[src/rtl/rr_arb_pkt_pkg.sv]
// rr_arb_pkt_pkg
//   Shared definitions for the cd_mesh round-robin packet arbiter:
//   arbiter state encoding, default router port count and an index-width
//   helper that never returns less than one bit.
package rr_arb_pkt_pkg;

  typedef enum logic {
    ARB_IDLE   = 1'b0,
    ARB_LOCKED = 1'b1
  } arbState_e;

  localparam int DEFAULT_N = 8;

  // Index width for an N-entry vector; a 1-requester or 2-requester
  // arbiter still needs one bit to carry an index.
  function automatic int clog2Min1(input int n);
    return (n <= 2) ? 1 : $clog2(n);
  endfunction

endpackage

[src/rtl/rr_arb_pkt_pick.sv]
// rr_arb_pkt_pick
//   Purely combinational round-robin pick: finds the first asserted request
//   searching i_ptr, i_ptr+1, ..., N-1, 0, ..., i_ptr-1.
//   Ports:
//     i_req    [N]    per-requester request
//     i_ptr    [IDXW] search start position (0..N-1)
//     o_win    [N]    one-hot winner, all-zero when nothing is requested
//     o_winIdx [IDXW] winner index, 0 when nothing is requested
//     o_any           at least one request is asserted
module rr_arb_pkt_pick
  import rr_arb_pkt_pkg::*;
#(
  parameter int N = DEFAULT_N,
  localparam int IDXW = clog2Min1(N)
) (
  input  logic [N-1:0]    i_req,
  input  logic [IDXW-1:0] i_ptr,
  output logic [N-1:0]    o_win,
  output logic [IDXW-1:0] o_winIdx,
  output logic            o_any
);

  logic [N-1:0]   w_maskAtOrAbove;
  logic [2*N-1:0] w_dbl;
  logic           w_found;

  // Lower half holds only requests at or above the pointer, upper half the
  // full request vector, so a single lowest-bit priority encode over the
  // doubled vector gives the wrapped search order without rotation muxes.
  always_comb begin
    w_maskAtOrAbove = '0;
    for (int i = 0; i < N; i++) begin
      w_maskAtOrAbove[i] = (IDXW'(i) >= i_ptr);
    end
    w_dbl = {i_req, i_req & w_maskAtOrAbove};
  end

  always_comb begin
    w_found  = 1'b0;
    o_winIdx = '0;
    for (int j = 0; j < 2 * N; j++) begin
      if (!w_found && w_dbl[j]) begin
        w_found  = 1'b1;
        o_winIdx = (j < N) ? IDXW'(j) : IDXW'(j - N);
      end
    end
    o_any = w_found;
    o_win = w_found ? (N'(1) << o_winIdx) : '0;
  end

endmodule

[src/rtl/rr_arb_pkt.sv]
// rr_arb_pkt
//   N-way round-robin arbiter with packet-level grant locking for cd_mesh
//   output-port and VC allocation. A requester granted with a non-tail flit
//   owns the channel until its tail flit is granted; an optional timeout
//   releases an owner that stops requesting. Grant is combinational from
//   registered state (zero-cycle arbitration).
//   Ports:
//     clk, reset      clock, synchronous active-high reset
//     i_req    [N]    per-requester request
//     i_last   [N]    current flit is the tail (meaningful with i_req)
//     i_en            downstream accepts a flit this cycle
//     o_gnt    [N]    one-hot grant or all-zero
//     o_gntVld        |o_gnt
//     o_gntIdx [IDXW] encode of o_gnt, 0 when no grant
//     o_locked        arbiter is in the LOCKED state
//     o_owner  [IDXW] current lock owner, valid while o_locked
//     o_tmo           one-cycle pulse after a timeout release
module rr_arb_pkt
  import rr_arb_pkt_pkg::*;
#(
  parameter int N = DEFAULT_N,
  parameter int LOCK_TMO = 0,
  parameter int TMOW = 8,
  localparam int IDXW = clog2Min1(N)
) (
  input  logic            clk,
  input  logic            reset,
  input  logic [N-1:0]    i_req,
  input  logic [N-1:0]    i_last,
  input  logic            i_en,
  output logic [N-1:0]    o_gnt,
  output logic            o_gntVld,
  output logic [IDXW-1:0] o_gntIdx,
  output logic            o_locked,
  output logic [IDXW-1:0] o_owner,
  output logic            o_tmo
);

  // Counter value on the last idle cycle before release; unused when the
  // timeout is disabled.
  localparam logic [TMOW-1:0] TMO_LAST = (LOCK_TMO > 0) ? TMOW'(LOCK_TMO - 1) : '0;

  arbState_e       r_state, w_nextState;
  logic [IDXW-1:0] r_ptr, w_nextPtr;
  logic [IDXW-1:0] r_owner, w_nextOwner;
  logic [TMOW-1:0] r_cnt, w_nextCnt;
  logic            r_tmo, w_nextTmo;

  logic [N-1:0]    w_pickWin;
  logic [IDXW-1:0] w_pickIdx;
  logic            w_pickAny;
  logic            w_ownerReq;
  logic            w_ownerLast;
  logic [N-1:0]    w_gnt;

  rr_arb_pkt_pick #(.N(N)) u_pick (
    .i_req    (i_req),
    .i_ptr    (r_ptr),
    .o_win    (w_pickWin),
    .o_winIdx (w_pickIdx),
    .o_any    (w_pickAny)
  );

  // Next-state and grant logic. In LOCKED only the owner can be granted and
  // the pointer is frozen at owner+1, so the next free arbitration resumes
  // just past the packet that held the channel.
  always_comb begin
    w_nextState = r_state;
    w_nextPtr   = r_ptr;
    w_nextOwner = r_owner;
    w_nextCnt   = r_cnt;
    w_nextTmo   = 1'b0;
    w_gnt       = '0;
    w_ownerReq  = i_req[r_owner];
    w_ownerLast = i_last[r_owner];

    case (r_state)
      ARB_IDLE: begin
        w_nextCnt = '0;
        if (i_en && w_pickAny) begin
          w_gnt     = w_pickWin;
          w_nextPtr = (w_pickIdx == IDXW'(N - 1)) ? '0 : w_pickIdx + IDXW'(1);
          if (!i_last[w_pickIdx]) begin
            w_nextState = ARB_LOCKED;
            w_nextOwner = w_pickIdx;
          end
        end
      end

      ARB_LOCKED: begin
        if (w_ownerReq) begin
          // A requesting owner is either granted or backpressured; neither
          // counts as idle.
          w_nextCnt = '0;
          if (i_en) begin
            w_gnt = N'(1) << r_owner;
            if (w_ownerLast) begin
              w_nextState = ARB_IDLE;
            end
          end
        end else if (LOCK_TMO > 0) begin
          if (r_cnt == TMO_LAST) begin
            w_nextState = ARB_IDLE;
            w_nextCnt   = '0;
            w_nextTmo   = 1'b1;
          end else begin
            w_nextCnt = r_cnt + TMOW'(1);
          end
        end
      end

      default: begin
        w_nextState = ARB_IDLE;
      end
    endcase

    if (reset) begin
      w_gnt = '0;
    end
  end

  // All arbiter state in one register process.
  always_ff @(posedge clk) begin
    if (reset) begin
      r_state <= ARB_IDLE;
      r_ptr   <= '0;
      r_owner <= '0;
      r_cnt   <= '0;
      r_tmo   <= 1'b0;
    end else begin
      r_state <= w_nextState;
      r_ptr   <= w_nextPtr;
      r_owner <= w_nextOwner;
      r_cnt   <= w_nextCnt;
      r_tmo   <= w_nextTmo;
    end
  end

  // Index is derived from the grant itself so the two can never disagree.
  always_comb begin
    o_gntIdx = '0;
    for (int k = 0; k < N; k++) begin
      if (w_gnt[k]) begin
        o_gntIdx = IDXW'(k);
      end
    end
  end

  assign o_gnt    = w_gnt;
  assign o_gntVld = |w_gnt;
  assign o_locked = (r_state == ARB_LOCKED);
  assign o_owner  = r_owner;
  assign o_tmo    = r_tmo;

endmodule

[config.mk]
export PLATFORM = sky130hd
export DESIGN_NAME = rr_arb_pkt
export DESIGN_NICKNAME = d
export VERILOG_FILES = /design/src/rtl/rr_arb_pkt_pkg.sv /design/src/rtl/rr_arb_pkt_pick.sv /design/src/rtl/rr_arb_pkt.sv
export SDC_FILE = /design/constraint.sdc
export NUM_CORES = 1
export LEC_CHECK = 0
export ABC_AREA = 1
export BUFFER_PORTS_ARGS = -buffer_cell sky130_fd_sc_hd__buf_2
export CAP_MARGIN = 25
export CORE_UTILIZATION = 56
export CTS_CLUSTER_SIZE = 14
export DETAILED_ROUTE_END_ITERATION = 16
export PLACE_DENSITY_LB_ADDON = 0.25
export SKIP_LAST_GASP = 1
export SLEW_MARGIN = 20
export SYNTH_ARGS = -nofsm -noshare
export SYNTH_HDL_FRONTEND = slang
export SYNTH_SLANG_ARGS = --single-unit
[constraint.sdc]
create_clock -name clk -period 3.8 [get_ports clk]
set_clock_uncertainty 0.2 [all_clocks]
set_input_delay 0.38 -clock clk [delete_from_list [all_inputs] [get_ports clk]]
set_output_delay 0.38 -clock clk [all_outputs]
set_load 0.05 [all_outputs]
==> flow_metrics.py <==
metrics = {
    "critical_path": {
        "cp-start-kind": "flip-flop",
        "worstPathCellList": "nor2_1, inv_1, nand2_4, inv_2, nand4_2, nor2_2, nand2_1, o221ai_1, nor3_1, nand2_4, inv_2, ha_1, inv_1, nor2_1, nand2_1, nand2_1, nand3_1, nand2_1, nand2_1, nand2_1, nand2_1, nand2_1, clkbuf_4",
        "r2r_cells": 14,
        "cp_num_buf_inv": 5,
        "cp_max_fo": 6,
        "worst_path_max_delay_cell": "nor3_1",
        "cp_common_cell": "nand2_1",
        "crit_required_ps": 3220,
        "crit_family": "simple AND/OR/NAND/NOR gates",
        "cp_num_cells": 23,
        "crit_type": "flip-flop to output port",
        "critPathArrivalTime_ps": 2950,
        "cp_slowest_stage_delay_ps": 380,
        "end_kind": "output port",
    },
    "sta": {
        "holdWs_ps": 142,
        "max_slew_margin": 0.664,
        "rsz0062_at_grt": "false",
        "setup-violations-final": 0,
        "timing.final.ws_setup_ps": 272,
        "fmax_ghz": 0.283,
        "finalMaxSlewViolations": 0,
        "worst_pin_slew_ps": 500,
        "finalHoldViolCount": 0,
        "final.period_utilization": 0.928,
        "tns_ps": 0,
        "final.min_clock_period_ps": 3530,
    },
    "power": {
        "seqPwrFrac": 0.181,
        "intPower_mw": 0.258,
        "switching_share": 0.585,
        "combPwrFrac": 0.714,
        "leakage_nw": 0.853,
        "peakVddDrop_mv": 0.380,
        "p_clk_frac": 0.105,
        "power_mw": 0.621,
        "pwr_density_cell_nw_per_um2": 426,
        "switchingPower_mw": 0.363,
    },
    "clocking": {
        "cts_tree": "built",
        "cts_buffer_depth": 2,
        "clkSlewWorstSetupHoldPaths_ps": 50,
        "root_buffer": "clkbuf_4",
        "cts.sinks": 7,
        "cts_buffers": 3,
        "clkLatencyLatePin_ps": 250,
        "htree_levels": 1,
        "cts_setup_buffers": 0,
    },
    "synth": {
        "synthTopCellsByArea": "nand2_1 17%, dfxtp_1 11%, inv_1 8.8%",
        "synthesis.area_sq_um": 1230,
        "synth_flop_cell": "dfxtp_1",
        "synth_cell_types": 35,
        "syn-num-nets": 232,
        "yosysTopAreaCell": "nand2_1",
        "syn_avg_cell_area_sq_um": 5.97,
        "synthArstFlopShare": 0,
        "synth_edf_count": 0,
        "yosysWarnings": 0,
        "synth_top_area_share": 0.170,
        "syn-instance-count": 207,
        "synth-seq-cells": 7,
        "ys_seq_area_frac": 0.113,
    },
    "job": {
        "drv_cap": 0,
    },
    "floorplanning": {
        "rows": 16,
        "die_w_microns": 49.0,
        "die_h_microns": 49.0,
        "start_util": 0.611,
        "coreArea_sq_um": 2020,
        "die_area_sq_um": 2400,
        "io_pins": 36,
    },
    "drt": {
        "ant_nets": 0,
        "drtPass1Iterations": 4,
        "drc_errors": 0,
        "via_count": 1422,
        "wl_per_cell_microns": 11.6,
        "drt_iter0_markers": 45,
        "via_per_inst": 5.29,
        "finalWirelength_mm": 3.12,
    },
    "place": {
        "port-buffer-count": 34,
        "dp_cells": 265,
        "dpl-instance-area_sq_um": 1420,
        "place.gp.congestion": 0.973,
        "dp_hpwl_mm": 2.52,
        "pre_cts_ws_ps": 341,
    },
    "final_layout": {
        "stdcell_count": 269,
        "nFillCells": 193,
        "drive_gt1_frac": 0.314,
        "stdcell_area_sq_um": 1460,
        "antenna_cells": 0,
        "num-nets-final": 268,
        "syn_to_final_growth_pct": 18.0,
        "utilization": 0.721,
    },
    "global_routing": {
        "grt_pass1_vias": 1232,
        "grt_overflow_total": 0,
        "grt_first_pass_wirelength_mm": 5.41,
        "track_usage": 0.281,
        "grt_max_degree": 15,
        "antenna_found_initial": 0,
    },
    "min_path": {
        "hold_class": "input pin to flip-flop",
        "whs_path_depth": 2,
    },
    "outcome": {
        "status": "finished clean",
    },
}
-- worst paths after layout --
kind	startpoint	endpoint	slack [ps]
max reg2reg	r_ptr[2]	r_ptr[2]	1160
min reg2reg	o_locked	o_locked	320
max	r_ptr[2]	o_gntIdx[0]	270
min	reset	o_locked	140
-- metal layers --
metal,track usage,up-vias,part of all wire
met5,0,-,0
met4,0.0980,0,0.0051
met3,0.0187,4,0.080
met2,0.447,72,0.45
met1,0.398,600,0.47
li1,-,746,-
-- power by group through the flow --
stage          logic, mW  clock network [mW]  registers (mW)
4_1_cts            0.437              0.0672           0.111
5_1_grt            0.488              0.0736           0.115
3_5_place_dp       0.436                   0           0.112
3_3_place_gp       0.436                   0           0.112
2_1_floorplan      0.310                   0           0.145
6_report           0.444              0.0654           0.112
-- area by class of cell --
cell class | instances | area (sq um) | share of cell area
multi-input cells | 161 | 943 | 0.647
repair buffers | 34 | 175 | 0.120
well taps | 27 | 33.8 | 0.0232
clock buffers | 4 | 26.3 | 0.0180
inverters | 36 | 138 | 0.0944
flip-flops and latches | 7 | 141 | 0.0970
-- Yosys cell counts, types with 2 or more instances --
cell type and n:
a21oi_1 5, a22oi_1 3, a31oi_1 2, a41oi_1 2, buf_4 2, dfxtp_1 7, ha_1 6, inv_1 29
inv_2 6, nand2_1 56, nand2_2 4, nand2_4 2, nand3_1 21, nand3_2 5, nand4_1 3, nand4_2 5
nor2_1 18, nor2_2 8, nor2_4 2, nor3_1 4, o21ai_0 3
-- cell usage in the layout, fill, tap and decap left out, types with 4 or more instances in the layout --
cell type   n
a21oi_1     5
buf_2      32
clkbuf_4    5
dfxtp_1     6
ha_1        6
inv_1      29
inv_2       6
nand2_1    56
nand3_1    21
nand3_2     5
nand4_2     5
nor2_1     18
nor2_2      8
nor3_1      4
-- repair_timing --
item	in CTS	in global routing
setup endpoints to repair	0	2
gates resized for setup	0	4
hold buffers	0	0
-- logic make-up after synthesis --
logic type,Yosys count,synth area share
flops,7,0.113
simple gates,132,0.574
compound gates,22,0.122
fa+ha+maj,6,0.0608
buf+inv,39,0.127
other cells,1,0.00304
-- state kept, by name (all words and copies together) (netlist names) --
register,cells
o_owner,3
r_ptr,3
o_locked,1
Power figures use the tool's default switching activity.
